==> src/rtl/pit_request_parser.sv <==
`default_nettype none
// ============================================================================
// Module   : pit_request_parser
// Purpose  : Parses a byte-stream packet (type, name length, name, tail) and
//            presents a PIT lookup: a one-cycle in_bit (Interest) or out_bit
//            (Data) pulse with the first 8 name bytes and the saturated name
//            length. Malformed, truncated or aborted packets are dropped and
//            counted in a saturating 8-bit counter. After each issue the
//            parser holds pkt_ready low for GAP cycles.
// Ports    : clk, rst (sync, active-high)
//            pkt_data[7:0], pkt_valid, pkt_sop, pkt_eop -> byte stream in
//            pkt_ready                                  <- byte accept
//            prefix[63:0], len[4:0]                     <- PIT key outputs
//            in_bit, out_bit                            <- lookup pulses
//            drop_count[7:0]                            <- dropped packets
// Revision : 1.0  initial release
// ============================================================================
module pit_request_parser #(
   parameter logic [7:0]  INTEREST_TYPE = 8'h05,
   parameter logic [7:0]  DATA_TYPE     = 8'h06,
   parameter int unsigned GAP           = 3
) (
   input  logic        clk,
   input  logic        rst,
   input  logic [7:0]  pkt_data,
   input  logic        pkt_valid,
   input  logic        pkt_sop,
   input  logic        pkt_eop,
   output logic        pkt_ready,
   output logic [63:0] prefix,
   output logic [4:0]  len,
   output logic        in_bit,
   output logic        out_bit,
   output logic [7:0]  drop_count
);

   typedef enum logic [2:0] {
      S_IDLE    = 3'd0,
      S_LEN     = 3'd1,
      S_NAME    = 3'd2,
      S_TAIL    = 3'd3,
      S_DISCARD = 3'd4,
      S_ISSUE   = 3'd5,
      S_GAP     = 3'd6
   } state_t;

   localparam logic [3:0] C_GAP_LAST = 4'(GAP - 1);

   state_t      r_state;
   logic        r_is_data;
   logic [7:0]  r_name_len;
   logic [7:0]  r_cnt;
   logic [63:0] r_shift;
   logic [3:0]  r_gap_cnt;

   state_t      w_state_nxt;
   logic        w_is_data_nxt;
   logic [7:0]  w_name_len_nxt;
   logic [7:0]  w_cnt_nxt;
   logic [63:0] w_shift_nxt;
   logic [1:0]  w_drop_inc;
   logic [8:0]  w_drop_sum;
   logic        w_known;
   logic        w_accept;
   logic        w_issue;
   logic [2:0]  w_name_pos;
   logic [4:0]  w_len_sat;

   assign pkt_ready  = (r_state != S_ISSUE) && (r_state != S_GAP) && !rst;
   assign w_accept   = pkt_valid && pkt_ready;
   assign w_known    = (pkt_data == INTEREST_TYPE) || (pkt_data == DATA_TYPE);
   // Name byte k lands in byte lane 7-k, so the first byte is the MSB lane.
   assign w_name_pos = 3'd7 - r_cnt[2:0];
   assign w_issue    = (w_state_nxt == S_ISSUE);
   assign w_len_sat  = (r_name_len > 8'd31) ? 5'd31 : r_name_len[4:0];
   assign w_drop_sum = {1'b0, drop_count} + {7'd0, w_drop_inc};

   always_comb begin
      w_state_nxt    = r_state;
      w_is_data_nxt  = r_is_data;
      w_name_len_nxt = r_name_len;
      w_cnt_nxt      = r_cnt;
      w_shift_nxt    = r_shift;
      w_drop_inc     = 2'd0;
      case (r_state)
         S_ISSUE: w_state_nxt = S_GAP;
         S_GAP: begin
            if (r_gap_cnt == 4'd0) w_state_nxt = S_IDLE;
         end
         default: begin
            if (w_accept) begin
               if (pkt_sop) begin
                  // A sop aborts any packet in flight; DISCARD was already counted.
                  if ((r_state != S_IDLE) && (r_state != S_DISCARD)) w_drop_inc = 2'd1;
                  // The sop byte itself is then handled exactly as in IDLE.
                  w_state_nxt = S_IDLE;
                  if (w_known && !pkt_eop) begin
                     w_is_data_nxt = (pkt_data == DATA_TYPE);
                     w_state_nxt   = S_LEN;
                  end else begin
                     w_drop_inc = w_drop_inc + 2'd1;
                     if (!w_known) w_state_nxt = pkt_eop ? S_IDLE : S_DISCARD;
                  end
               end else begin
                  case (r_state)
                     S_LEN: begin
                        if ((pkt_data == 8'd0) || pkt_eop) begin
                           w_drop_inc  = 2'd1;
                           w_state_nxt = pkt_eop ? S_IDLE : S_DISCARD;
                        end else begin
                           w_name_len_nxt = pkt_data;
                           w_cnt_nxt      = 8'd0;
                           w_shift_nxt    = 64'd0;
                           w_state_nxt    = S_NAME;
                        end
                     end
                     S_NAME: begin
                        if (r_cnt[7:3] == 5'd0) w_shift_nxt[{w_name_pos, 3'b000} +: 8] = pkt_data;
                        if (r_cnt == (r_name_len - 8'd1)) begin
                           w_state_nxt = pkt_eop ? S_ISSUE : S_TAIL;
                        end else if (pkt_eop) begin
                           w_drop_inc  = 2'd1;
                           w_state_nxt = S_IDLE;
                        end else begin
                           w_cnt_nxt = r_cnt + 8'd1;
                        end
                     end
                     S_TAIL: begin
                        if (pkt_eop) w_state_nxt = S_ISSUE;
                     end
                     S_DISCARD: begin
                        if (pkt_eop) w_state_nxt = S_IDLE;
                     end
                     default: ; // IDLE without sop: orphan byte, ignored
                  endcase
               end
            end
         end
      endcase
   end

   always_ff @(posedge clk) begin
      if (rst) begin
         r_state    <= S_IDLE;
         r_is_data  <= 1'b0;
         r_name_len <= 8'd0;
         r_cnt      <= 8'd0;
         r_shift    <= 64'd0;
         r_gap_cnt  <= 4'd0;
         prefix     <= 64'd0;
         len        <= 5'd0;
         in_bit     <= 1'b0;
         out_bit    <= 1'b0;
         drop_count <= 8'd0;
      end else begin
         r_state    <= w_state_nxt;
         r_is_data  <= w_is_data_nxt;
         r_name_len <= w_name_len_nxt;
         r_cnt      <= w_cnt_nxt;
         r_shift    <= w_shift_nxt;
         in_bit     <= w_issue && !w_is_data_nxt;
         out_bit    <= w_issue && w_is_data_nxt;
         // Outputs are loaded on entry to ISSUE so they are valid with the pulse.
         if (w_issue) begin
            prefix <= w_shift_nxt;
            len    <= w_len_sat;
         end
         if (r_state == S_ISSUE) begin
            r_gap_cnt <= C_GAP_LAST;
         end else if ((r_state == S_GAP) && (r_gap_cnt != 4'd0)) begin
            r_gap_cnt <= r_gap_cnt - 4'd1;
         end
         drop_count <= w_drop_sum[8] ? 8'hFF : w_drop_sum[7:0];
      end
   end

endmodule
`default_nettype wire

==> config.mk <==
export PLATFORM = sky130hd
export DESIGN_NAME = pit_request_parser
export DESIGN_NICKNAME = d
export VERILOG_FILES = /design/src/rtl/pit_request_parser.sv
export SDC_FILE = /design/constraint.sdc
export NUM_CORES = 1
export LEC_CHECK = 0
export ABC_CLOCK_PERIOD_IN_PS = 4800
export CORE_MARGIN = 2
export CORE_UTILIZATION = 45
export DETAILED_ROUTE_END_ITERATION = 6
export HOLD_SLACK_MARGIN = 0.08
export PLACE_DENSITY = 0.71
export SYNTH_ARGS = -nofsm -noshare
export SYNTH_HDL_FRONTEND = slang
export SYNTH_SLANG_ARGS = --single-unit
export TNS_END_PERCENT = 30
==> constraint.sdc <==
create_clock -name clk -period 4.8 [get_ports clk]
set_input_delay 0.96 -clock clk [delete_from_list [all_inputs] [get_ports clk]]
set_output_delay 0.96 -clock clk [all_outputs]
set_load 0.01 [all_outputs]
# ---- Word level (Yosys, flattened, before mapping)
# Cells that the tools add are included.
dict set report word_totals {
  out_inout_bits 80
  wordCells 109
  register_bits 167
  in_bits 13
}
dict set report classes {
  add_sub_neg 7
  n_bitwise 3
  order_cmp 1
  shifts 2
  eq_ne 16
  reduce_logical 24
  mux 44
}
# operator count
set op_table {}
lappend op_table {{64-bit two-way mux} 5}
lappend op_table {{64-bit one-hot mux with 2 select lines} 1}
lappend op_table {{64-bit bitwise mux} 1}
lappend op_table {{8-bit by 8-bit variable shift with 64-bit output, first input constant} 1}
lappend op_table {{8-bit by 8-bit variable part select with 64-bit output} 1}
lappend op_table {{3-bit two-way mux} 11}
lappend op_table {{8-bit two-way mux} 4}
lappend op_table {{2-bit two-way mux} 9}
lappend op_table {{8-bit by 3-bit equality test with 1-bit output, second input constant} 2}
lappend op_table {{8-bit one-hot mux with 2 select lines} 1}
lappend op_table {{3-bit equality test, second input constant} 4}
lappend op_table {{3-bit one-hot mux with 4 select lines} 1}
lappend op_table {{8-bit by 2-bit adder with 9-bit output} 1}
lappend op_table {{3-bit != test, second input constant} 3}
lappend op_table {{8-bit by 1-bit adder with 8-bit output, second input constant} 1}
lappend op_table {{8-bit equality test} 1}
lappend op_table {{8-bit by 5-bit > comparator with 1-bit output, second input constant} 1}
lappend op_table {{1-bit logical AND} 8}
lappend op_table {{8-bit logical NOT} 1}
lappend op_table {{1-bit two-way mux} 8}
lappend op_table {{6-bit negation with 8-bit output} 1}
lappend op_table {{8-bit by 1-bit subtractor with 8-bit output, second input constant} 1}
lappend op_table {{7-bit AND reduction} 1}
lappend op_table {{3-bit by 2-bit equality test with 1-bit output, second input constant} 2}
lappend op_table {{other kinds (18)} 27}

# ---- Logic depth before layout (Yosys ltp)
dict set report logic_depth {
  ltp_word 13
  ltp_mapped 16
  depth_no_buf 15
}

# ---- Worst setup path before layout
# No wires, ideal clock.
dict set report synth_path {
  kind {input-to-reg}
  from {input port pkt_data[4]}
  to {register drop_count[6]}
  arrival_ns 3.422
  slack_ns 1.247
  required_ns 4.668
  n_path_buf 1
  setup_time_ns 0.132
  stages 12
  path_cell_list {clkbuf_1 nor4_1 nand4_1 ha_1 nand2_1 o21ai_0 ha_1 inv_1 fa_1 or2_2 nor4b_1 nor3_1}
}
dict set report synth_between {
  elab_chain_cells 9
  elab_cells_between_ends 14
  cone_classes {1 x add/sub; 2 x eq/ne; 7 x mux; 4 x reduce/logical}
}
# element line_no
set synth_rtl {}
lappend synth_rtl {{from (decl)} 25} ;# input logic [7:0] pkt_data,
lappend synth_rtl {{8-bit logical NOT / 8-bit by 3-bit equality test with 1-bit output (equally long branches)} {107, 71}}
lappend synth_rtl {{1-bit logical OR (on tied branches)} {107, 71}}
lappend synth_rtl {{1-bit two-way mux / 1-bit logical AND (equally long branches)} {107, 97}}
lappend synth_rtl {{1-bit one-hot mux with 2 select lines / 2-bit two-way mux (equally long branches)} {105, 97}}
lappend synth_rtl {{2-bit two-way mux *} 92} ;# if (pkt_sop) begin
lappend synth_rtl {{2-bit two-way mux *} 91} ;# if (w_accept) begin
lappend synth_rtl {{2-bit two-way mux *} 85} ;# case (r_state)
lappend synth_rtl {{8-bit by 2-bit adder with 9-bit output *} 76} ;# assign w_drop_sum = {1'b0, drop_count} + {7'd0, w_drop_inc};
lappend synth_rtl {{8-bit two-way mux *} 173} ;# drop_count <= w_drop_sum[8] ? 8'hFF : w_drop_sum[7:0];
lappend synth_rtl {{to (signal assigned)} 173}
lappend synth_rtl {{to (decl)} 34} ;# output logic [7:0] drop_count
# Mark *: on every way between the ends. The rest lies on a longest branch, timed or not.
# A chain may end at the register's enable or synchronous reset.

# ---- Worst setup path in the final report
dict set report layout_path {
  from {register r_name_len[0]}
  to {register drop_count[6]}
}
dict set report layout_between {
  elab_chain_cells 9
}
# element line_no
set layout_rtl {}
lappend layout_rtl {{from (decl)} 51} ;# logic [7:0] r_name_len;
lappend layout_rtl {{from (signal assigned)} 158} ;# r_name_len <= w_name_len_nxt;
lappend layout_rtl {{8-bit by 1-bit subtractor with 8-bit output} 119} ;# if (r_cnt == (r_name_len - 8'd1)) begin
lappend layout_rtl {{8-bit equality test} 119}
lappend layout_rtl {{1-bit two-way mux} 119}
lappend layout_rtl {{1-bit one-hot mux with 2 select lines} 105} ;# case (r_state)
lappend layout_rtl {{2-bit two-way mux} 92}
lappend layout_rtl {{2-bit two-way mux} 91}
lappend layout_rtl {{2-bit two-way mux} 85}
lappend layout_rtl {{8-bit by 2-bit adder with 9-bit output} 76}
lappend layout_rtl {{8-bit two-way mux} 173}
# No other way between the ends.

==> run_results.csv <==
group,metric,value,unit
placed_design,port_buffers,92,
cells_and_area,drive_gt1_share,15.5,%
cells_and_area,mostFrequentLayoutCells,"dfxtp_1, clkdlybuf4s50_1, nor2b_1",
route,vias_per_cell,5.63,
grt,grt_pass1_vias,5708,
pwr,pwr_density_cell,316,nW/um2
die,die_w,132,um
clock_network,clk_path_buf_depth,2,
grt,grt_pass1_wl,29800,um
synth,syn_nets,740,
grt,met3_usage,4.78,%
pwr,finalPower,2.86,mW
die,core,15900,um2
pwr,ir_worst_vdd,0.240,mV
clock_network,cts.clk_slew.worst_paths,0.07,ns
cells_and_area,num-fill-cells,1390,
sta,setup_viol,0,
grt,gr-usage-met1,28.4,%
cells_and_area,final_cell_area,9040,um2
sta,rsz0062_at_grt,"false",
route,wire_per_inst,18.0,um
grt,antenna_found_initial,0,
grt,grt_busiest_layer,"met2",
synth,ys.warnings.count,0,
clock_network,clock_latency,0.43,ns
critical_path,critPathLaunchType,"flop",
clock_network,cts_sinks,167,
cells_and_area,num-nets-final,822,
run_status,status,"completed",
clock_network,cts_setup_buffers,0,
grt,track_usage,21.4,%
clock_network,root_buffer,"clkbuf_16",
synth,ys_types,57,
grt,grt_use_met2,34.2,%
critical_path,path_class,"flop to flop",
sta,period_minus_slack,3.88,ns
route,drt-total-wl,18500,um
placed_design,gp_congestion,0.859,
synth,async_reset_ff_share,0,%
placed_design,hpwl,12800,um
clock_network,hold_buffers,0,
cells_and_area,diodes,0,
die,ios,93,
cells_and_area,layout_commonest_cell,"dfxtp_1",
route,drc_errors,0,
sta,worst_pin_slew,0.827,ns
synth,ys_dominant_reg_cell,"dfxtp_1",
flow_run,maxCapViolations,0,
placed_design,place_ws,0.536,ns
sta,final-max-slew-violation-count,0,
route,antenna_left,0,
synth,netlist_instances,719,
die,num_rows,46,
hold_path,holdCritPathClass,"flop to flop",
die,initial_core_util,46.1,%
die,die-area,17300,um2
clock_network,cts_inserted_buffers,17,
sta,max_freq,258,MHz
route,dr.pass1.iters,6,
placed_design,placed_area,8450,um2
pwr,p_leak,3.59,nW
synth,synth-seq-cells,167,
sta,tns,0,ns
synth,syn-cell-area,7330,um2
critical_path,critical_path_arrival,4.17,ns
clock_network,cts_tree,"yes",
synth,synth-edff-count,0,
critical_path,end_kind,"flop",
route,vias,5789,
cells_and_area,area_growth,23.4,%
grt,grt.overflow.total,0,
synth,synth_area_per_cell,10.2,um2
sta,finalHoldViolCount,0,
critical_path,cp.required,5.09,ns
synth,ys_seq_area_share,45.6,%
route,drt_iter0_drc,418,
die,chipHeight,132,um
critical_path,cp_max_fo,9,
sta,period_share,80.8,%
sta,setup_ws,0.922,ns
clock_network,htreeDepth,4,
sta,skew,0.00936,ns
grt,grt_max_degree,79,
sta,slew_headroom,44.4,%
clock_network,cts_resized,0,
-- Yosys cell counts (3+ instances only) --
library cell / count / area (um2)
a21oi_1: 41 / 205
nand2b_1: 5 / 31.3
ha_1: 7 / 87.6
a32o_1: 7 / 70.1
mux2_4: 50 / 751
o211a_1: 6 / 60.1
nor2b_1: 69 / 432
nand3b_1: 4 / 30.0
mux2i_1: 6 / 60.1
a2bb2oi_1: 3 / 26.3
nand4_1: 3 / 18.8
or3b_2: 3 / 26.3
or2_2: 3 / 18.8
buf_6: 7 / 78.8
o2111ai_1: 5 / 43.8
xor2_1: 10 / 87.6
or4_1: 5 / 37.5
nor4_1: 14 / 87.6
or3_1: 3 / 18.8
o21ai_0: 15 / 75.1
nor2_1: 33 / 124
dfxtp_1: 167 / 3340
and2_1: 4 / 25.0
clkbuf_1: 37 / 139
and3_1: 5 / 31.3
xnor2_1: 9 / 78.8
o31ai_1: 5 / 37.5
a31oi_1: 3 / 18.8
buf_1: 3 / 11.3
inv_1: 15 / 56.3
a22o_1: 54 / 473
mux2_2: 13 / 146
nor3_1: 11 / 55.1
nand2_1: 43 / 161
nor4b_1: 3 / 26.3
a21o_1: 3 / 22.5
nand3_1: 20 / 100
-- area by class of cell --
cell class	count	area, um2	area share (%)
Clock buffer	17	425	4.70
Clock inverter	14	173	1.91
Inverter	16	60.1	0.664
Multi-Input combinational cell	488	3700	40.9
Sequential cell	167	3340	37.0
Tap cell	216	270	2.99
Timing Repair Buffer	111	1070	11.8
-- metrics by stage --
stage	std cells	utilization (%)	hold WS, ns
detailed placement	998	53.2	0.458
global placement	998	53.2	0.456
global route	1029	56.9	0.497
floorplan	719	-	0.415
finish	1029	56.9	0.470
CTS	1029	56.9	0.477
-- layer usage --
metal | share of wire, % | vias to the layer above
li1 | - | 2759
met1 | 46 | 2798
met2 | 46 | 207
met3 | 6.0 | 25
met4 | 1.6 | 0
met5 | 0 | -
-- path summary, 6_finish.rpt --
check        depth (start not counted)                  startpoint                        to  slack [ns]
max                                 14  r_name_len[0]$_SDFFE_PP0P_  drop_count[6]$_SDFF_PP0_        0.92
min                                  2     prefix[48]$_SDFFE_PP0P_   prefix[48]$_SDFFE_PP0P_        0.47
max reg2reg                         14  r_name_len[0]$_SDFFE_PP0P_  drop_count[6]$_SDFF_PP0_        0.92
min reg2reg                          2     prefix[48]$_SDFFE_PP0P_   prefix[48]$_SDFFE_PP0P_        0.47
-- power by group --
group	internal (mW)	switching, mW	total (mW)
Clock	0.779	0.604	1.38
Sequential	1.39	0.00181	1.39
Combinational	0.0260	0.0612	0.0872
Total	2.19	0.667	2.86
-- critical path: stages, from the launching register on --
cell	delay [ns]
dfxtp_1	0.46
inv_1	0.07
ha_1	0.24
nor3b_1	0.16
and3_1	0.18
o32ai_1	0.63
nor3_4	0.16
o22a_1	0.25
o21ai_0	0.18
ha_1	0.20
inv_1	0.06
fa_1	0.41
or2_2	0.33
nor4b_1	0.32
nor3_1	0.09
-- cell families (layout without fill, tap and decap cells) --
family / after synthesis / count (layout) / share of synthesized area (%)
and+or+nand+nor: 234 / 234 / 17.5
DFF: 167 / 167 / 45.6
AOI/OAI and AO/OA: 158 / 158 / 16.1
muxes: 69 / 69 / 13.1
buffers and inverters: 64 / 158 / 4.01
xor gates and xnor gates: 19 / 19 / 2.27
adders and majority gates: 8 / 8 / 1.47
-- sequential cells by signal (all words and copies together), names as in the netlist --
signal	count
in_bit	1
r_cnt	8
out_bit	1
r_shift	64
len	5
r_gap_cnt	4
r_name_len	8
r_is_data	1
prefix	64
r_state	3
drop_count	8
No activity file was read; power rests on OpenSTA's default activity.
==> variant, RTL diff (same settings) <==
The 7 states of `state_t` get a one-hot encoding in 7 bits.
--- a/src/rtl/pit_request_parser.sv
+++ b/src/rtl/pit_request_parser.sv
@@ -34,14 +34,14 @@
    output logic [7:0]  drop_count
 );
 
-   typedef enum logic [2:0] {
-      S_IDLE    = 3'd0,
-      S_LEN     = 3'd1,
-      S_NAME    = 3'd2,
-      S_TAIL    = 3'd3,
-      S_DISCARD = 3'd4,
-      S_ISSUE   = 3'd5,
-      S_GAP     = 3'd6
+   typedef enum logic [6:0] {
+      S_IDLE    = 7'b0000001,
+      S_LEN     = 7'b0000010,
+      S_NAME    = 7'b0000100,
+      S_TAIL    = 7'b0001000,
+      S_DISCARD = 7'b0010000,
+      S_ISSUE   = 7'b0100000,
+      S_GAP     = 7'b1000000
    } state_t;
 
    localparam logic [3:0] C_GAP_LAST = 4'(GAP - 1);
Behaviour: same outputs for any inputs over 4 cycles, from zero or initial values and one cycle with rst high; so few cycles prove little.
==> variant against the unedited design <==
  * Area after synthesis is 3.0% higher
  * Maximum frequency decreased by 0.68%
  * Wire length shrank 2.0%
  * Critical path depth grew 1
  * Global-route usage fell by 0.70 points
  * Worst setup slack lost 26 ps
  * Design area up 2.5%
  * Highest routed layer unchanged
  * Critical endpoint is now drop_count[0]
  * Power increased by 0.75%
  * Sequential cell count grew 4
==> variant: results (changes against the unedited design) <==
[pwr]
power_leakage_uw=0.00349  ; was 0.00359 uW
peakVddDrop_uv=243  ; was 240 uV

[synthesis]
yosys-top-cells-count=171 x dfxtp_1, 99 x nor2_1, 66 x a22oi_1, 66 x nor2b_1, 64 x mux2_1  ; was 167 x dfxtp_1, 69 x nor2b_1, 54 x a22o_1
synth.distinct_cells=66  ; was 57
ys_seq_area_share_pct=45.4  ; was 45.6%
synth.yosys.warnings=0  ; unchanged
synth_area_leaders=dfxtp_1 45%, mux2_1 9.6%, a22oi_1 6.6%  ; was dfxtp_1 46%, mux2_4 10%, a22o_1 6.5%
syn_inst=805  ; was 719
synthesis.nets=826  ; was 740
synth_flop_cell=dfxtp_1  ; unchanged
async_flop_share_pct=0  ; unchanged

[detailed_routing]
wire_per_inst_um=16.2  ; was 18.0 um
dr_total_vias=6138  ; was 5,789
firstDrtPassIters=5  ; was 6
wirelength_um=18100  ; was 18,500 um
drt-initial-drc-count=438  ; was 418

[outcome]
status=complete, no violations  ; unchanged

[finish]
n_antenna_cell=0  ; unchanged
drive_above_1_share_pct=7.68  ; was 15.5%
fillers=1480  ; was 1,390
layout.nets=907  ; was 822
top_regs=prefix x64, r_shift x64  ; unchanged

[placed_design]
place.gp.congestion=0.878  ; was 0.859
dp_cells=1087  ; was 998
numPortBuffers=92  ; unchanged
dp_hpwl_um=12000  ; was 12,800 um

[timing]
fin_skew_ps=12.5  ; was 9.36 ps
max_slew_margin_pct=40.3  ; was 44.4%

[setup_path]
crit_fanout=6  ; was 9
cp_top_family=simple AND/OR/NAND/NOR gates  ; unchanged
arrival_ps=4250  ; was 4170 ps
cp_slowest_stage_delay_ps=420  ; was 630 ps
cp_slowest_cell=clkdlybuf4s50_1  ; was o32ai_1

[cts]
worstSkewPairLatency_ps=430  ; about the same
cts_buffer_depth=2  ; unchanged
cts_htree_levels=4  ; unchanged
cts_buffers=17  ; unchanged
path_clk_slew_ps=70  ; about the same
cts_root_buf=clkbuf_16  ; unchanged
postCtsSetupBuffers=0  ; unchanged
cts_hold_buf=0  ; unchanged
cts.repair.resized=0  ; unchanged

[global_routing]
antenna_found_initial=0  ; unchanged
grt_pass1_vias=5723  ; was 5,708
grt_usage_pct=20.7  ; was 21.4%
grt_pass1_wl_um=29600  ; was 29,800 um
grt_max_degree=92  ; was 79

[min_path]
hold_class=flop to flop  ; unchanged

## variant: routing by layer
| metal | vias up | global-route usage, % | wire [um] |
|---|---|---|---|
| li1 | 3012 | - | - |
| met1 | 2919 | 28.7 | 8460 |
| met2 | 179 | 32.2 | 8260 |
| met3 | 28 | 4.57 | 1060 |
| met4 | 0 | 6.62 | 350 |
| met5 | - | 0 | 0 |
## variant: final cells by class
type | instances | area share (%)
flip-flops and latches | 171 | 36.9
inverters | 16 | 0.648
clock buffers | 20 | 4.92
well taps | 220 | 2.97
repair buffers | 113 | 12.0
multi-input cells | 567 | 41.1
clock inverters | 12 | 1.39
## variant: logic make-up (layout without fill, tap and decap cells)
logic type / after synthesis / after routing / synth area share, %
AND/OR/NAND/NOR: 310 / 310 / 21.5
flip-flops: 171 / 171 / 45.4
AO/OA/AOI/OAI: 156 / 156 / 14.6
multiplexers: 73 / 73 / 10.7
buffers and inverters: 67 / 161 / 4.11
XOR/XNOR: 20 / 20 / 2.32
adder cells (fa/ha/maj): 8 / 8 / 1.43
## variant: worst register-to-register path, cell delays in order (launching register included)
cell and delay (ps):
dfxtp_1 380, inv_1 90, ha_1 220, or3b_1 380, o31ai_1 350, a2111oi_4 150
o211ai_2 190, a21oi_1 120, or3_1 360, a21oi_1 160, ha_1 180, inv_1 50
fa_1 410, nor3b_1 200, buf_4 160, nand3_1 220, a21oi_1 210
## variant: final timing paths
path / startpoint / end / slack, ps / depth (start not counted)
worst max register to register: r_name_len[0] / drop_count[0] / 910 / 16
worst max-delay path: pkt_data[3] / drop_count[0] / 900 / 15
worst min register to register: len[0] / len[0] / 470 / 2
worst min-delay path: len[0] / len[0] / 470 / 2
## variant: power breakdown
group / internal [uW] / leakage, uW / switching, uW
Sequential: 1420 / 0.00138 / 3.05
Combinational: 32.5 / 0.00183 / 65.6
Clock: 759 / 0.000282 / 599
## variant: through the flow
stage | instance area (um2) | power (uW) | setup WS (ps) | hold slack, ps
floorplan | 7550 | 1510 | 853 | 450
global placement | 8690 | 1550 | 566 | 463
detailed placement | 8690 | 1550 | 494 | 461
CTS | 9270 | 2900 | 913 | 475
global route | 9270 | 2980 | 705 | 493
finish | 9270 | 2880 | 895 | 472
